==> src/rtl/pcie_sym_pkg.sv <==
// Shared symbol-select codes, K-code bytes and scheduler state encoding for the
// PCIe symbol multiplexer.
package pcie_sym_pkg;

    localparam int unsigned SEL_W = 4;
    localparam int unsigned SYM_W = 8;

    // Mux select codes driven on IN_CTRL
    localparam logic [SEL_W-1:0] SEL_TLP = 4'd0;
    localparam logic [SEL_W-1:0] SEL_COM = 4'd1;
    localparam logic [SEL_W-1:0] SEL_PAD = 4'd2;
    localparam logic [SEL_W-1:0] SEL_SKP = 4'd3;
    localparam logic [SEL_W-1:0] SEL_STP = 4'd4;
    localparam logic [SEL_W-1:0] SEL_SDP = 4'd5;
    localparam logic [SEL_W-1:0] SEL_END = 4'd6;
    localparam logic [SEL_W-1:0] SEL_EDB = 4'd7;
    localparam logic [SEL_W-1:0] SEL_FTS = 4'd8;
    localparam logic [SEL_W-1:0] SEL_IDL = 4'd9;

    // K-code bytes presented on the mux inputs
    localparam logic [SYM_W-1:0] K_COM = 8'hF2;
    localparam logic [SYM_W-1:0] K_PAD = 8'hC7;
    localparam logic [SYM_W-1:0] K_SKP = 8'hAC;
    localparam logic [SYM_W-1:0] K_STP = 8'hAA;
    localparam logic [SYM_W-1:0] K_SDP = 8'hE5;
    localparam logic [SYM_W-1:0] K_END = 8'hF6;
    localparam logic [SYM_W-1:0] K_EDB = 8'hDF;
    localparam logic [SYM_W-1:0] K_FTS = 8'hA8;
    localparam logic [SYM_W-1:0] K_IDL = 8'hAE;

    typedef enum logic [2:0] {
        ST_IDLE,
        ST_STP,
        ST_PAYLOAD,
        ST_END,
        ST_SKP_COM,
        ST_SKP_SKP
    } sched_state_e;

    function automatic logic sel_is_k(input logic [SEL_W-1:0] sel);
        return sel != SEL_TLP;
    endfunction

endpackage

==> src/rtl/pcie_skp_timer.sv <==
// SKP ordered-set interval timer: counts enabled cycles and raises a single,
// non-accumulating pending flag each time the interval elapses.
module pcie_skp_timer
    import pcie_sym_pkg::*;
#(
    parameter int unsigned SKP_INTERVAL = 16
) (
    input  logic clk,
    input  logic reset,
    input  logic enb,
    input  logic clr,
    output logic skp_pend
);

    localparam int unsigned CNT_W = $clog2(SKP_INTERVAL);

    logic [CNT_W-1:0] skp_cnt;
    logic             wrap_c;

    assign wrap_c = enb && (skp_cnt == CNT_W'(SKP_INTERVAL - 1));

    // A wrap landing on the same edge as the clear starts a fresh pend
    always_ff @(posedge clk or posedge reset) begin
        if (reset) begin
            skp_cnt  <= '0;
            skp_pend <= 1'b0;
        end else begin
            if (enb) begin
                skp_cnt <= wrap_c ? '0 : skp_cnt + CNT_W'(1);
            end
            if (wrap_c) begin
                skp_pend <= 1'b1;
            end else if (clr) begin
                skp_pend <= 1'b0;
            end
        end
    end

endmodule

==> src/rtl/pcie_symbol_sched.sv <==
// Symbol-select sequencer: frames TLPs as STP/payload/END, inserts SKP ordered
// sets and fills with IDL. Define PCIE_NULLIFY_EN to add tlp_abort (END -> EDB).
module pcie_symbol_sched
    import pcie_sym_pkg::*;
#(
    parameter int unsigned SKP_INTERVAL = 16,
    parameter int unsigned SKP_COUNT    = 3,
    parameter int unsigned LEN_W        = 8
) (
    input  logic             CLK_2MHz,
    input  logic             reset,
    input  logic             ENB,
    input  logic             tlp_req,
    input  logic [LEN_W-1:0] tlp_len,
`ifdef PCIE_NULLIFY_EN
    input  logic             tlp_abort,
`endif
    output logic             tlp_ack,
    output logic             tlp_rd,
    output logic [SEL_W-1:0] IN_CTRL,
    output logic             sym_k,
    output logic             busy
);

    localparam int unsigned SKPC_W = 3;

    sched_state_e      state, state_nxt;
    logic [LEN_W-1:0]  len_cnt, len_cnt_nxt;
    logic [SKPC_W-1:0] skp_left, skp_left_nxt;
    logic              aborted, aborted_nxt;
    logic              decide_c;
    logic              abort_c;
    logic              skp_pend;
    logic              skp_clr_c;
    logic [SEL_W-1:0]  sel_nxt;

`ifdef PCIE_NULLIFY_EN
    assign abort_c = tlp_abort;
`else
    assign abort_c = 1'b0;
`endif

    assign skp_clr_c = (state_nxt == ST_SKP_COM);

    pcie_skp_timer #(
        .SKP_INTERVAL(SKP_INTERVAL)
    ) u_skp_timer (
        .clk     (CLK_2MHz),
        .reset   (reset),
        .enb     (ENB),
        .clr     (skp_clr_c),
        .skp_pend(skp_pend)
    );

    // Next state, counters and the select for the coming cycle
    always_comb begin
        state_nxt    = state;
        len_cnt_nxt  = len_cnt;
        skp_left_nxt = skp_left;
        aborted_nxt  = aborted;
        decide_c     = 1'b0;
        sel_nxt      = SEL_IDL;

        case (state)
            ST_IDLE:    decide_c = 1'b1;
            ST_STP:     state_nxt = ST_PAYLOAD;
            ST_PAYLOAD: begin
                if (abort_c) begin
                    aborted_nxt = 1'b1;
                end
                if (len_cnt == LEN_W'(1)) begin
                    state_nxt = ST_END;
                end else begin
                    len_cnt_nxt = len_cnt - LEN_W'(1);
                end
            end
            ST_END:     decide_c = 1'b1;
            ST_SKP_COM: state_nxt = ST_SKP_SKP;
            ST_SKP_SKP: begin
                if (skp_left == SKPC_W'(1)) begin
                    decide_c = 1'b1;
                end else begin
                    skp_left_nxt = skp_left - SKPC_W'(1);
                end
            end
            default:    state_nxt = ST_IDLE;
        endcase

        // Decision point: ordered set beats a waiting TLP
        if (decide_c) begin
            if (!ENB) begin
                state_nxt = ST_IDLE;
            end else if (skp_pend) begin
                state_nxt    = ST_SKP_COM;
                skp_left_nxt = SKPC_W'(SKP_COUNT);
            end else if (tlp_req) begin
                state_nxt   = ST_STP;
                len_cnt_nxt = (tlp_len == '0) ? LEN_W'(1) : tlp_len;
                aborted_nxt = 1'b0;
            end else begin
                state_nxt = ST_IDLE;
            end
        end

        case (state_nxt)
            ST_IDLE:    sel_nxt = SEL_IDL;
            ST_STP:     sel_nxt = SEL_STP;
            ST_PAYLOAD: sel_nxt = SEL_TLP;
            ST_END:     sel_nxt = aborted_nxt ? SEL_EDB : SEL_END;
            ST_SKP_COM: sel_nxt = SEL_COM;
            ST_SKP_SKP: sel_nxt = SEL_SKP;
            default:    sel_nxt = SEL_IDL;
        endcase
    end

    // Outputs are registered decodes of the state being entered
    always_ff @(posedge CLK_2MHz or posedge reset) begin
        if (reset) begin
            state    <= ST_IDLE;
            len_cnt  <= '0;
            skp_left <= '0;
            aborted  <= 1'b0;
            IN_CTRL  <= SEL_IDL;
            sym_k    <= 1'b1;
            tlp_ack  <= 1'b0;
            tlp_rd   <= 1'b0;
            busy     <= 1'b0;
        end else begin
            state    <= state_nxt;
            len_cnt  <= len_cnt_nxt;
            skp_left <= skp_left_nxt;
            aborted  <= aborted_nxt;
            IN_CTRL  <= sel_nxt;
            sym_k    <= sel_is_k(sel_nxt);
            tlp_ack  <= (state_nxt == ST_STP);
            tlp_rd   <= (state_nxt == ST_PAYLOAD);
            busy     <= (state_nxt != ST_IDLE);
        end
    end

endmodule

==> config.mk <==
export PLATFORM = sky130hd
export DESIGN_NAME = pcie_symbol_sched
export DESIGN_NICKNAME = d
export VERILOG_FILES = /design/src/rtl/pcie_sym_pkg.sv /design/src/rtl/pcie_skp_timer.sv /design/src/rtl/pcie_symbol_sched.sv
export SDC_FILE = /design/constraint.sdc
export NUM_CORES = 1
export LEC_CHECK = 0
export CAP_MARGIN = 20
export CORE_ASPECT_RATIO = 0.9
export CORE_MARGIN = 2
export CORE_UTILIZATION = 35
export CTS_CLUSTER_SIZE = 30
export DETAILED_ROUTE_END_ITERATION = 6
export PLACE_DENSITY_LB_ADDON = 0.1
export SYNTH_ARGS = -nofsm -noshare
export SYNTH_HDL_FRONTEND = slang
export SYNTH_SLANG_ARGS = --single-unit
==> constraint.sdc <==
create_clock -name CLK_2MHz -period 4.7 [get_ports CLK_2MHz]
set_clock_uncertainty 0.1 [all_clocks]
set_input_delay 0.705 -clock CLK_2MHz [delete_from_list [all_inputs] [get_ports CLK_2MHz]]
set_output_delay 0.705 -clock CLK_2MHz [all_outputs]
set_load 0.01 [all_outputs]
Word-level counts from Yosys, hierarchy flattened

Index checks and enable logic that the tools add are counted.

$add $sub $neg: 3
Multiply operators: 0
Div/mod/pow operators: 0
$lt $le $gt $ge: 0
Equality and inequality tests: 13
Shifts and indexed selects: 0
Mux-type cells: 29
Bitwise gates (word level): 0
Reductions and logical operators: 8

Operators by type and width:

| kind                                             | count |
|---|---|
| two-way mux 8 bit                                | 7 |
| two-way mux 3 bit                                | 9 |
| case mux 4 bit (5 select lines)                  | 1 |
| == test 3 x 2 -> 1 bit, second input constant    | 4 |
| == test 3 bit, second input constant             | 4 |
| case mux 3 bit (4 select lines)                  | 1 |
| == test 3 x 1 -> 1 bit, second input constant    | 3 |
| two-way mux 1 bit                                | 9 |
| == test 8 x 1 -> 1 bit, second input constant    | 1 |
| logical NOT 8 bit                                | 1 |
| subtractor 8 x 1 -> 8 bit, second input constant | 1 |
| adder 4 x 1 -> 4 bit, second input constant      | 1 |
| == test 4 bit, second input constant             | 1 |
| two-way mux 4 bit                                | 1 |
| nonzero test 4 bit                               | 1 |
| logical NOT 3 bit                                | 1 |
| nonzero test 3 bit                               | 1 |
| OR reduction 3 bit                               | 1 |
| subtractor 3 x 1 -> 3 bit, second input constant | 1 |
| case mux 1 bit (2 select lines)                  | 1 |
| nonzero test 2 bit                               | 1 |
| OR reduction 2 bit                               | 1 |
| logical AND 1 bit                                | 1 |

Flip-flop bits (word level): 28
Latch bits: 0
Memory bits (writable): 0
Bits in read-only memories: 0
Bits of input ports: 12
Memories kept: 0

Depth between registers and ports, before layout

Depth after elaboration: 7
Mapped depth: 7
Mapped depth without buffers: 6

Modules after synthesis

From an unflattened synthesis, not the netlist that was laid out.

Cells, all modules: 145
Area total of the unflattened synthesis: 1500.2 um^2

Modules (own cells, without submodules):

| module            | times used | cells an instance | area an instance (um^2) | seq. area each (um^2) |
|---|---|---|---|---|
| pcie_symbol_sched | 1          | 124               | 1277.5                  | 579.3 |
| pcie_skp_timer    | 1          | 21                | 222.7                   | 125.1 |

Worst setup path after synthesis

No wires, ideal clock.

Kind: register to register
From: reg skp_left[0]
To: reg busy
Arrival time: 1.586 ns
Required time: 4.474 ns
Setup slack: 2.888 ns
Cell stages (with the launch flop): 6
Path buffers: 0
Path through: dfrtp_1 > ha_1 > and4bb_4 > o311ai_4 > o32ai_4 > a311o_1

Cells in the longest elaborated chain, start to end: 5

RTL lines:

| element                         | RTL line                 | source |
|---|---|---|
| from (decl)                     | pcie_symbol_sched.sv:29  | `logic [SKPC_W-1:0] skp_left, skp_left_nxt;` |
| from (signal assigned)          | pcie_symbol_sched.sv:131 | `skp_left <= skp_left_nxt;` |
| == test 3 x 1 -> 1 bit          | pcie_symbol_sched.sv:80  | `if (skp_left == SKPC_W'(1)) begin` |
| two-way mux 1 bit               | pcie_symbol_sched.sv:80  |  |
| case mux 1 bit (2 select lines) | pcie_symbol_sched.sv:64  | `case (state)` |
| two-way mux 3 bit               | pcie_symbol_sched.sv:90  | `if (decide_c) begin` |
| nonzero test 3 bit              | pcie_symbol_sched.sv:137 | `busy <= (state_nxt != ST_IDLE);` |
| to (signal assigned)            | pcie_symbol_sched.sv:137 |  |
| to (decl)                       | pcie_symbol_sched.sv:22  | `output logic busy` |

Every way passes these cells.
A chain may end at the register's enable or synchronous reset.

Worst setup path in the final report

From: in ENB
To: reg len_cnt[1]

Cells in the longest elaborated chain, start to end: 2

RTL lines:

| element              | RTL line                 | source |
|---|---|---|
| from (decl)          | pcie_symbol_sched.sv:12  | `input logic ENB,` |
| two-way mux 8 bit    | pcie_symbol_sched.sv:91  | `if (!ENB) begin` |
| two-way mux 8 bit    | pcie_symbol_sched.sv:90  |  |
| net len_cnt_nxt[1]   | pcie_symbol_sched.sv:28  | `logic [LEN_W-1:0] len_cnt, len_cnt_nxt;` |
| to (signal assigned) | pcie_symbol_sched.sv:130 | `len_cnt <= len_cnt_nxt;` |
| to (decl)            | pcie_symbol_sched.sv:28  |  |

The timed path passes the listed nets, and every way through them passes these cells.

==> run_results.csv <==
group,metric,value,unit
detailed_routing,via_per_inst,5.01,
outcome,outcome,"completed",
timing,setup_tns,0,ps
global_route,grt_pass1_wl,4620,µm
logic_synthesis,yosysWarnings,0,
timing,slew_headroom,50.3,%
setup_path,critPathRequiredTime,4760,ps
logic_synthesis,synth_compound_area_share,15.3,%
cells_and_area,multi_input_area,706,µm²
setup_path,crit_arrival,2530,ps
timing,maxSlewViolCount,0,
worst_hold_path,hold_class,"register to register",
clock_network,clkSinkCount,28,
clock_network,clockBufferDepth,2,
timing,setup_viol,0,
floorplan,die_height,65.6,µm
run,max_cap_viol_count,0,
clock_network,cts-hold-fix-buffers,0,
clock_network,clkTransAtPathRegs,90,ps
logic_synthesis,synth.avg_cell_area,11.0,µm²
timing,period_minus_slack,2470,ps
cells_and_area,final_cell_mix,"dfrtp_1, clkdlybuf4s50_1, nand2_1, inv_1, nor2_1",
setup_path,path_max_fanout,11,
setup_path,r2r-start,"state[2]",
floorplan,dieArea,4750,µm²
detailed_routing,via_count,1013,
floorplan,core,4070,µm²
logic_synthesis,syn_inst,134,
worst_hold_path,hp-start,"skp_left[1]",
setup_path,r2r_setup_slack,2400,ps
clock_network,post_cts_buffers,0,
placed_design,dpl_cell_area,1700,µm²
detailed_routing,drt_iter0_markers,62,
cells_and_area,nets,172,
timing,fmax,405,MHz
timing,final_hold_viol_count,0,
logic_synthesis,synthSimpleGateAreaFrac,20.0,%
detailed_routing,final_antenna_net_count,0,
logic_synthesis,synth_top_family_by_area,"simple AND/OR/NAND/NOR gates",
setup_path,crit_type,"input port to register",
global_route,grt_max_degree,29,
logic_synthesis,muxShareOfSynthArea,2.88,%
cells_and_area,finalInstanceArea,1760,µm²
cells_and_area,synthToLayoutAreaGrowth,19.1,%
clock_network,htreeDepth,1,
logic_synthesis,ys_dominant_reg_cell,"dfrtp_1",
global_route,grt_usage,12.8,%
floorplan,die_width,72.5,µm
placed_design,io_buffers,19,
clock_network,cts_resized,0,
cells_and_area,final_layout_size_suffix_gt1_share,14.3,%
setup_path,startpoint_type,"input port",
detailed_routing,wl_per_cell,13.5,µm
placed_design,hpwl,2090,µm
logic_synthesis,synth_edf_count,0,
timing,worst_slew_pin_slew,742,ps
logic_synthesis,async_flop_share,100,%
logic_synthesis,ys_types,41,
logic_synthesis,ys_ff_latch,28,
floorplan,initial_core_util,36.2,%
power,total_power,1020,µW
timing,grt_setup_unrepaired,"no",
detailed_routing,drc_errors,0,
cells_and_area,n_antenna_cell,0,
timing,fin_crit_sh,52.5,%
clock_network,numCtsBuffers,3,
floorplan,num_rows,22,
logic_synthesis,syn_nets,151,
cells_and_area,final_common_cell,"dfrtp_1",
logic_synthesis,ys_seq_area_share,47.7,%
floorplan,num_io_pins,20,
setup_path,setup.worst_path.start,"ENB",
clock_network,clk-insertion-delay-late,270,ps
cells_and_area,fill_cells,396,
global_route,globalRouteOverflowTotal,0,
logic_synthesis,syn_area,1480,µm²
detailed_routing,drt_wl_total,2730,µm
clock_network,cts_root_buf,"clkbuf_8",
timing,fin_hold_ws,415,ps
placed_design,place_congestion,0.710,
logic_synthesis,synthXorXnorAreaFrac,5.34,%
global_route,antenna_found_initial,0,
clock_network,cts_tree,"yes",
cells_and_area,regArea,704,µm²
power,cellPowerDensity,583,nW/µm²
detailed_routing,dr.pass1.iters,4,
cells_and_area,final_util,43.2,%
global_route,grt_pass1_vias,1027,
logic_synthesis,synth_fa_ha_area_share,4.24,%
power,p_leak,0.000709,µW
power,irDropWorstVdd,234,µV
setup_path,end_kind,"register",
[logic make-up after synthesis]
family / count (synthesis)
xor gates and xnor gates: 9
muxes: 4
DFF: 28
buffers and inverters: 14
AOI/OAI and AO/OA: 26
adders and majority gates: 5
and+or+nand+nor: 48
[per-stage QoR]
step | worst slack, ps | std cells
finish | 2230 | 202
CTS | 2200 | 201
global route | 2110 | 202
detailed placement | 1900 | 197
global placement | 1950 | 197
floorplan | 2890 | 134
[area by class of cell]
| type | count | area share [%] |
|---|---|---|
| repair buffers | 20 | 11.7 |
| well taps | 48 | 3.42 |
| inverters | 10 | 2.14 |
| clock buffers | 4 | 2.56 |
| multi-input cells | 92 | 40.1 |
| flip-flops and latches | 28 | 40.1 |
[sequential cells by signal (all words and copies together) (netlist names)]
| name | cells |
|---|---|
| tlp_ack | 1 |
| IN_CTRL | 4 |
| skp_left | 3 |
| aborted | 1 |
| busy | 1 |
| state | 3 |
| sym_k | 1 |
| len_cnt | 8 |
| tlp_rd | 1 |
| u_skp_timer.skp_pend | 1 |
| u_skp_timer.skp_cnt | 4 |
[synthesized netlist by cell type (2+ instances only)]
cell type | count | area [µm²]
dfstp_2 | 3 | 78.8
dfrtp_1 | 25 | 626
nor2_1 | 9 | 33.8
nand3_1 | 4 | 20.0
nor2b_1 | 4 | 25.0
mux2i_1 | 2 | 20.0
mux2_2 | 2 | 22.5
inv_1 | 10 | 37.5
xnor2_1 | 4 | 35.0
xor2_1 | 5 | 43.8
ha_1 | 5 | 62.6
nand4_1 | 2 | 12.5
o2bb2ai_1 | 6 | 52.6
or2_2 | 2 | 12.5
buf_2 | 2 | 10.0
a21oi_1 | 6 | 30.0
nand2_1 | 13 | 48.8
nand2b_1 | 2 | 12.5
o21ai_0 | 6 | 30.0
[report_power, final]
group	total, µW	internal [µW]	leakage, µW	switching (µW)
registers	446	346	0.000344	99.9
logic	447	234	0.000343	213
clock network	132	60.7	0.0000228	71.1
[worst paths after layout]
check | to | depth (start not counted)
min in group asynchronous | u_skp_timer.skp_pend | 2
setup reg to reg | len_cnt[1] | 4
max in group asynchronous | sym_k | 3
hold / removal | skp_left[1] | 2
setup / recovery | len_cnt[1] | 4
hold reg to reg | skp_left[1] | 2
[critical path, cell delays in order]
cell and delay [ps]:
clkdlybuf4s50_1 630, o311ai_4 190, nor3_2 600, mux2_2 400
[routing by layer]
metal | vias to the layer above | wire length (µm) | track usage (%)
met5 | - | 0 | 0
met4 | 0 | 22 | 2.78
met3 | 2 | 88 | 3.68
met2 | 14 | 1360 | 23.1
met1 | 491 | 1260 | 15.1
li1 | 506 | - | -
Note: power is estimated with default switching activity, not from simulation.
